File: src/rtl/control_if.sv
// Bundle between the IF stage/register file and the decode controller.
// The IF side drives instruction, PC+4 and register reads; the decoder returns fields and controls.
interface control_if;
    logic [31:0] instructionin;
    logic [31:0] delayin;
    logic [31:0] busA;
    logic [31:0] busB;

    logic [4:0]  rs1;
    logic [4:0]  rs2;
    logic [4:0]  rd;
    logic [4:0]  destreg;
    logic [31:0] imm32;
    logic        regdst;
    logic        alusrc;
    logic        mem2reg;
    logic        regwrite;
    logic        memwrite;
    logic        branch;
    logic        jump;
    logic        jal;
    logic        jar;
    logic        loadext;
    logic [3:0]  aluctrl;
    logic [1:0]  dsize;
    logic [1:0]  fpointout;
    logic        busesequal;
    logic [31:0] branchtarget;
    logic [31:0] jumptarget;
    logic [31:0] qdelay;

    modport master (
        output instructionin, delayin, busA, busB,
        input  rs1, rs2, rd, destreg, imm32, regdst, alusrc, mem2reg, regwrite,
               memwrite, branch, jump, jal, jar, loadext, aluctrl, dsize,
               fpointout, busesequal, branchtarget, jumptarget, qdelay
    );

    modport slave (
        input  instructionin, delayin, busA, busB,
        output rs1, rs2, rd, destreg, imm32, regdst, alusrc, mem2reg, regwrite,
               memwrite, branch, jump, jal, jar, loadext, aluctrl, dsize,
               fpointout, busesequal, branchtarget, jumptarget, qdelay
    );
endinterface

File: src/rtl/control.sv
// ID-stage decoder: registers the fetched instruction and PC+4, then decodes
// fields, controls, immediate, branch resolution and branch/jump targets combinationally.
module control (
    input  logic      clk,
    input  logic      rst,
    control_if.slave  bus
);
    localparam logic [3:0] ALU_ADD = 4'd0;
    localparam logic [3:0] ALU_SUB = 4'd1;
    localparam logic [3:0] ALU_AND = 4'd2;
    localparam logic [3:0] ALU_OR  = 4'd3;
    localparam logic [3:0] ALU_XOR = 4'd4;
    localparam logic [3:0] ALU_SLL = 4'd5;
    localparam logic [3:0] ALU_SRL = 4'd6;
    localparam logic [3:0] ALU_SRA = 4'd7;
    localparam logic [3:0] ALU_SEQ = 4'd8;
    localparam logic [3:0] ALU_LHI = 4'd14;

    logic [31:0] qinst;
    logic [31:0] qdelay;

    always_ff @(posedge clk or posedge rst) begin
        if (rst) begin
            qinst  <= '0;
            qdelay <= '0;
        end else begin
            qinst  <= bus.instructionin;
            qdelay <= bus.delayin;
        end
    end

    logic [5:0]  op;
    logic [5:0]  fn;
    logic        extop;
    logic        regdst;
    logic        alusrc;
    logic        mem2reg;
    logic        regwrite;
    logic        memwrite;
    logic        jump;
    logic        jal;
    logic        jar;
    logic        loadext;
    logic [3:0]  aluctrl;
    logic [1:0]  dsize;
    logic [1:0]  fpointout;
    logic        rtype_ok;
    logic [31:0] imm32;
    logic        busesequal;

    assign op = qinst[31:26];
    assign fn = qinst[5:0];

    always_comb begin
        extop     = 1'b1;
        regdst    = 1'b0;
        alusrc    = 1'b0;
        mem2reg   = 1'b0;
        regwrite  = 1'b0;
        memwrite  = 1'b0;
        jump      = 1'b0;
        jal       = 1'b0;
        jar       = 1'b0;
        loadext   = 1'b0;
        aluctrl   = ALU_ADD;
        dsize     = 2'b00;
        fpointout = 2'b00;
        rtype_ok  = 1'b1;
        case (op)
            6'h00: begin
                case (fn)
                    6'h04:        aluctrl = ALU_SLL;
                    6'h06:        aluctrl = ALU_SRL;
                    6'h07:        aluctrl = ALU_SRA;
                    6'h20, 6'h21: aluctrl = ALU_ADD;
                    6'h22, 6'h23: aluctrl = ALU_SUB;
                    6'h24:        aluctrl = ALU_AND;
                    6'h25:        aluctrl = ALU_OR;
                    6'h26:        aluctrl = ALU_XOR;
                    6'h28, 6'h29, 6'h2A, 6'h2B, 6'h2C, 6'h2D:
                                  aluctrl = ALU_SEQ + {1'b0, fn[2:0]};
                    default:      rtype_ok = 1'b0;
                endcase
                // An unknown function code must look exactly like a NOP.
                if (!rtype_ok) aluctrl = ALU_ADD;
                regdst   = rtype_ok;
                regwrite = rtype_ok;
            end
            6'h02: jump = 1'b1;
            6'h03: begin jump = 1'b1; jal = 1'b1; regwrite = 1'b1; end
            6'h12: begin jump = 1'b1; jar = 1'b1; end
            6'h13: begin jump = 1'b1; jar = 1'b1; jal = 1'b1; regwrite = 1'b1; end
            6'h08, 6'h09, 6'h0A, 6'h0B, 6'h0C, 6'h0D, 6'h0E, 6'h0F,
            6'h14, 6'h16, 6'h17,
            6'h18, 6'h19, 6'h1A, 6'h1B, 6'h1C, 6'h1D: begin
                alusrc   = 1'b1;
                regwrite = 1'b1;
                case (op)
                    6'h08, 6'h09: aluctrl = ALU_ADD;
                    6'h0A, 6'h0B: aluctrl = ALU_SUB;
                    6'h0C:        aluctrl = ALU_AND;
                    6'h0D:        aluctrl = ALU_OR;
                    6'h0E:        aluctrl = ALU_XOR;
                    6'h0F:        aluctrl = ALU_LHI;
                    6'h14:        aluctrl = ALU_SLL;
                    6'h16:        aluctrl = ALU_SRL;
                    6'h17:        aluctrl = ALU_SRA;
                    default:      aluctrl = ALU_SEQ + {1'b0, op[2:0]};
                endcase
                extop = !(op inside {6'h09, 6'h0B, 6'h0C, 6'h0D, 6'h0E});
            end
            6'h20, 6'h21, 6'h23, 6'h24, 6'h25, 6'h26: begin
                alusrc   = 1'b1;
                mem2reg  = 1'b1;
                regwrite = 1'b1;
                loadext  = (op == 6'h20) || (op == 6'h21);
                if (op == 6'h20 || op == 6'h24) dsize = 2'b10;
                if (op == 6'h21 || op == 6'h25) dsize = 2'b01;
                if (op == 6'h26) fpointout = 2'b01;
            end
            6'h28, 6'h29, 6'h2B, 6'h2E: begin
                alusrc   = 1'b1;
                memwrite = 1'b1;
                if (op == 6'h28) dsize = 2'b10;
                if (op == 6'h29) dsize = 2'b01;
                if (op == 6'h2E) fpointout = 2'b01;
            end
            default: ;
        endcase
    end

    assign imm32      = extop ? {{16{qinst[15]}}, qinst[15:0]} : {16'h0000, qinst[15:0]};
    assign busesequal = (bus.busA == bus.busB);

    assign bus.rs1       = qinst[25:21];
    // BEQZ/BNEZ compare rs1 against r0, so rs2 is forced to zero.
    assign bus.rs2       = (op == 6'h04 || op == 6'h05) ? 5'd0 : qinst[20:16];
    assign bus.rd        = qinst[15:11];
    assign bus.destreg   = jal ? 5'd31 : (regdst ? qinst[15:11] : qinst[20:16]);
    assign bus.imm32     = imm32;
    assign bus.regdst    = regdst;
    assign bus.alusrc    = alusrc;
    assign bus.mem2reg   = mem2reg;
    assign bus.regwrite  = regwrite;
    assign bus.memwrite  = memwrite;
    assign bus.branch    = ((op == 6'h04) && busesequal) || ((op == 6'h05) && !busesequal);
    assign bus.jump      = jump;
    assign bus.jal       = jal;
    assign bus.jar       = jar;
    assign bus.loadext   = loadext;
    assign bus.aluctrl   = aluctrl;
    assign bus.dsize     = dsize;
    assign bus.fpointout = fpointout;
    assign bus.busesequal   = busesequal;
    assign bus.branchtarget = {imm32[31:2], 2'b00} + qdelay;
    assign bus.jumptarget   = {{6{qinst[25]}}, qinst[25:2], 2'b00} + qdelay;
    assign bus.qdelay       = qdelay;
endmodule

File: src/flat_wrapper.sv
// flat-port wrapper written by rule: the top's interface ports become plain ports
module control_flat 
  (clk, rst, bus_instructionin, bus_delayin, bus_busA, bus_busB, bus_rs1, bus_rs2, bus_rd, bus_destreg, bus_imm32, bus_regdst, bus_alusrc, bus_mem2reg, bus_regwrite, bus_memwrite, bus_branch, bus_jump, bus_jal, bus_jar, bus_loadext, bus_aluctrl, bus_dsize, bus_fpointout, bus_busesequal, bus_branchtarget, bus_jumptarget, bus_qdelay);
  control_if bus_i ();
  input  logic clk;
  input  logic rst;
  input wire logic [$bits(bus_i.instructionin)-1:0] bus_instructionin;
  input wire logic [$bits(bus_i.delayin)-1:0] bus_delayin;
  input wire logic [$bits(bus_i.busA)-1:0] bus_busA;
  input wire logic [$bits(bus_i.busB)-1:0] bus_busB;
  output wire logic [$bits(bus_i.rs1)-1:0] bus_rs1;
  output wire logic [$bits(bus_i.rs2)-1:0] bus_rs2;
  output wire logic [$bits(bus_i.rd)-1:0] bus_rd;
  output wire logic [$bits(bus_i.destreg)-1:0] bus_destreg;
  output wire logic [$bits(bus_i.imm32)-1:0] bus_imm32;
  output wire logic [$bits(bus_i.regdst)-1:0] bus_regdst;
  output wire logic [$bits(bus_i.alusrc)-1:0] bus_alusrc;
  output wire logic [$bits(bus_i.mem2reg)-1:0] bus_mem2reg;
  output wire logic [$bits(bus_i.regwrite)-1:0] bus_regwrite;
  output wire logic [$bits(bus_i.memwrite)-1:0] bus_memwrite;
  output wire logic [$bits(bus_i.branch)-1:0] bus_branch;
  output wire logic [$bits(bus_i.jump)-1:0] bus_jump;
  output wire logic [$bits(bus_i.jal)-1:0] bus_jal;
  output wire logic [$bits(bus_i.jar)-1:0] bus_jar;
  output wire logic [$bits(bus_i.loadext)-1:0] bus_loadext;
  output wire logic [$bits(bus_i.aluctrl)-1:0] bus_aluctrl;
  output wire logic [$bits(bus_i.dsize)-1:0] bus_dsize;
  output wire logic [$bits(bus_i.fpointout)-1:0] bus_fpointout;
  output wire logic [$bits(bus_i.busesequal)-1:0] bus_busesequal;
  output wire logic [$bits(bus_i.branchtarget)-1:0] bus_branchtarget;
  output wire logic [$bits(bus_i.jumptarget)-1:0] bus_jumptarget;
  output wire logic [$bits(bus_i.qdelay)-1:0] bus_qdelay;
  assign bus_i.instructionin = bus_instructionin;
  assign bus_i.delayin = bus_delayin;
  assign bus_i.busA = bus_busA;
  assign bus_i.busB = bus_busB;
  assign bus_rs1 = bus_i.rs1;
  assign bus_rs2 = bus_i.rs2;
  assign bus_rd = bus_i.rd;
  assign bus_destreg = bus_i.destreg;
  assign bus_imm32 = bus_i.imm32;
  assign bus_regdst = bus_i.regdst;
  assign bus_alusrc = bus_i.alusrc;
  assign bus_mem2reg = bus_i.mem2reg;
  assign bus_regwrite = bus_i.regwrite;
  assign bus_memwrite = bus_i.memwrite;
  assign bus_branch = bus_i.branch;
  assign bus_jump = bus_i.jump;
  assign bus_jal = bus_i.jal;
  assign bus_jar = bus_i.jar;
  assign bus_loadext = bus_i.loadext;
  assign bus_aluctrl = bus_i.aluctrl;
  assign bus_dsize = bus_i.dsize;
  assign bus_fpointout = bus_i.fpointout;
  assign bus_busesequal = bus_i.busesequal;
  assign bus_branchtarget = bus_i.branchtarget;
  assign bus_jumptarget = bus_i.jumptarget;
  assign bus_qdelay = bus_i.qdelay;
  control u_core (.clk(clk), .rst(rst), .bus(bus_i));
endmodule
File: config.mk
export PLATFORM = sky130hd
export DESIGN_NAME = control_flat
export DESIGN_NICKNAME = d
export VERILOG_FILES = /design/src/rtl/control_if.sv /design/src/rtl/control.sv /design/src/flat_wrapper.sv
export SDC_FILE = /design/constraint.sdc
export NUM_CORES = 1
export LEC_CHECK = 0
export ABC_AREA = 1
export BUFFER_PORTS_ARGS = -buffer_cell sky130_fd_sc_hd__buf_2
export CAP_MARGIN = 20
export CORE_ASPECT_RATIO = 0.8
export CORE_MARGIN = 4
export CORE_UTILIZATION = 38
export DETAILED_ROUTE_END_ITERATION = 10
export GPL_TIMING_DRIVEN = 0
export PLACE_DENSITY = 0.63
export SYNTH_ARGS = -nofsm -noshare
export SYNTH_HDL_FRONTEND = slang
export SYNTH_SLANG_ARGS = --single-unit
export TNS_END_PERCENT = 30
File: constraint.sdc
create_clock -name clk -period 5.8 [get_ports clk]
set_input_delay 1.16 -clock clk [delete_from_list [all_inputs] [get_ports clk]]
set_output_delay 1.16 -clock clk [all_outputs]
set_load 0.1 [all_outputs]
==> run_results.csv <==
group,metric,value,unit
synth,synth_area_leader_cell,"dfrtp_1",
place,dpl_cell_area,8562,µm²
sta,final.min_clock_period,5.170,ns
detailed_routing,wl,23530,µm
final_layout,nNetsFinal,1596,
floorplanning,start_util,38.92,%
synth,ys_types,35,
detailed_routing,drc,0,
grt,grt_overflow,0,
critical_path,path_common_cell,"nand2_1",
sta,setup_viol,0,
critical_path,worstSetupStartpointType,"register",
synth,seq_area_frac_synth,23.61,%
power_and_ir_drop,ir_drop,165.8,µV
sta,hold_viol,0,
critical_path,path_cells,"inv_2, nand2_4, nor2_2, nand2_1, nand3_1, inv_1, ha_1, nand2_1, nor2_1, inv_1, nor2_1, nand2_1, nand2_1, xor2_1, buf_2",
clock_tree,ctsResizeCount,0,
sta,finalCritPeriodShare,89.14,%
grt,grt_usage,23.36,%
clock_tree,cts_max_level,3,
clock_tree,clock-sinks,64,
critical_path,arrival,4.01,ns
synth,synth_area_per_cell,6.090,µm²
grt,grt_pass1_wl,36790,µm
place,dpl.hpwl,20400,µm
synth,syn_area,6784,µm²
sta,slew_violations,0,
detailed_routing,viasPerCell,4.645,
synth,ys_async_sr_fraction,100.0,%
final_layout,area_delta_synth_final,30.67,%
synth,ys_warn_count,0,
critical_path,critPathKind,"register to primary output",
critical_path,setup.worst_path.end_class,"primary output",
run,cap_violations,0,
sta,relSlewSlack,32.58,%
sta,tightest_slew,1.010,ns
grt,grt_max_degree,38,
floorplanning,rows,43,
synth,synth-seq-cells,64,
final_layout,diodes,0,
place,placed_cells_incl_taps,1635,
power_and_ir_drop,power,2.680,mW
place,port_buffers,295,
floorplanning,io_pins,297,
floorplanning,die_w,157.4,µm
critical_path,cp.required,4.64,ns
sta,layout_setup_ws,0.6301,ns
clock_tree,cts_buffers,9,
final_layout,fin_cells,1651,
critical_path,cpPeakStageDelay,0.61,ns
synth,synth_ff_type,"dfrtp_1",
floorplanning,core_area,17430,µm²
floorplanning,die_height,127.5,µm
clock_tree,holdBufCountCts,0,
synth,synth_top_area_share,23.61,%
grt,grt_pass1_vias,7294,
sta,setup_tns,0,ns
synth,ys_top_cells_by_area,"dfrtp_1, nand2_1, inv_1",
sta,clock.fmax,193.4,MHz
detailed_routing,firstDrtPassIters,5,
clock_tree,cts_tree,"done",
synth,synth_edf_count,0,
place,dp_slack,1.069,ns
floorplanning,die_area,20070,µm²
synth,synth_nets,1289,
critical_path,critPathMaxFanout,32,
worst_hold_path,hold_path.class,"input pin to asynchronous set/reset pin",
final_layout,drive_gt1_share,27.84,%
detailed_routing,num_vias,7669,
grt,antenna_found_initial,0,
final_layout,fin_area,8865,µm²
clock_tree,post-cts-setup-buffer-count,0,
place,gp_congestion,0.9675,
clock_tree,clockBufferDepth,2,
sta,timing.hold.ws,0.8952,ns
detailed_routing,wl_per_cell,14.25,µm
detailed_routing,drt_iter0_drc,506,
clock_tree,cts_root_buf,"clkbuf_16",
synth,synthCells,1114,
power_and_ir_drop,powerDensity,302.3,nW/µm²
power_and_ir_drop,p_leak,5.467,nW
outcome,status,"finished, final reports clean",
detailed_routing,ant_nets,0,
final_layout,postLayoutCoreUtil,50.85,%
sta,rsz0062_at_grt,"no",
clock_tree,path_clk_slew,0.06,ns
critical_path,slowest_stage,"ha_1",
## area by class of cell
| class | instances | area [µm²] |
|---|---|---|
| Buffer | 63 | 470.5 |
| Clock buffer | 9 | 225.2 |
| Clock inverter | 7 | 77.57 |
| Fill cell | 1942 | 8567 |
| Inverter | 199 | 747.0 |
| Multi-Input combinational cell | 788 | 3965 |
| Sequential cell | 64 | 1602 |
| Tap cell | 225 | 281.5 |
| Timing Repair Buffer | 296 | 1496 |
## placed cells by master, fill, tap and decap left out, drive strengths merged, types with 2 or more instances in the layout
master and n:
inv 201, nor4 3, clkinv 3, nor3 23, clkbuf 9, o22ai 2, ha 44, nor2 88
nand4 14, o21bai 3, buf 359, a21oi 39, and2 5, o211ai 3, xnor2 33, nand2 420
dfrtp 64, o21ai 19, xor2 13, nand3 73
## worst max-delay path, delay by kind of cell, from the launching register on
| kind | cells | cell delay, ns |
|---|---|---|
| buffers and inverters | 4 | 1.13 |
| adders and majority gates | 1 | 0.61 |
| DFF | 1 | 0.43 |
| xor gates and xnor gates | 1 | 0.26 |
| and+or+nand+nor | 9 | 1.22 |
## final timing paths
check | startpoint | endpoint | depth (start not counted)
max | u_core.qinst[31]$_DFF_PP0_ | bus_branchtarget[17] | 15
min | rst | u_core.bus.qdelay[0]$_DFF_PP0_ | 2
max in group asynchronous | rst | u_core.bus.qdelay[8]$_DFF_PP0_ | 3
min in group clk | bus_delayin[4] | u_core.bus.qdelay[4]$_DFF_PP0_ | 1
## synth_stat cells, types with 2 or more instances
cell type,n
nand2_1,416
inv_1,197
nor2_1,83
nand3_1,73
dfrtp_1,64
buf_4,62
ha_1,44
a21oi_1,39
xnor2_1,33
nor3_1,18
o21ai_0,15
nand4_1,13
xor2_1,13
nor3_2,5
nor2_2,4
o21ai_1,4
and2_1,3
o211ai_1,3
o21bai_1,3
and2_2,2
inv_2,2
nand2_2,2
nand2_4,2
nor4_1,2
o22ai_1,2
## metal layers
metal / up-vias / part of all wire [%] / global-route usage [%]
met1: 3367 / 45 / 32.37
met5: - / 0 / 0
met4: 0 / 2.2 / 6.727
li1: 3984 / - / -
met3: 35 / 9.1 / 5.689
met2: 283 / 44 / 36.30
## cell families (layout without fill, tap and decap cells)
group	Yosys count	count (layout)	share of synthesized area (%)
buf+inv	262	574	17.95
simple gates	628	628	38.69
compound gates	68	68	5.349
fa+ha+maj	45	45	8.410
xor+xnor	46	46	5.939
flops	64	64	23.61
other cells	1	1	0.05528
## power breakdown
group	internal [mW]	switching [mW]	total, mW
Combinational	0.310	1.31	1.62
Clock	0.336	0.222	0.558
Sequential	0.470	0.0288	0.498
Total	1.12	1.56	2.68
## state kept, by name, indices dropped and copies added (netlist names)
name,flops
u_core.bus.qdelay,32
u_core.qinst,32
No activity file was read; power rests on OpenSTA's default activity.
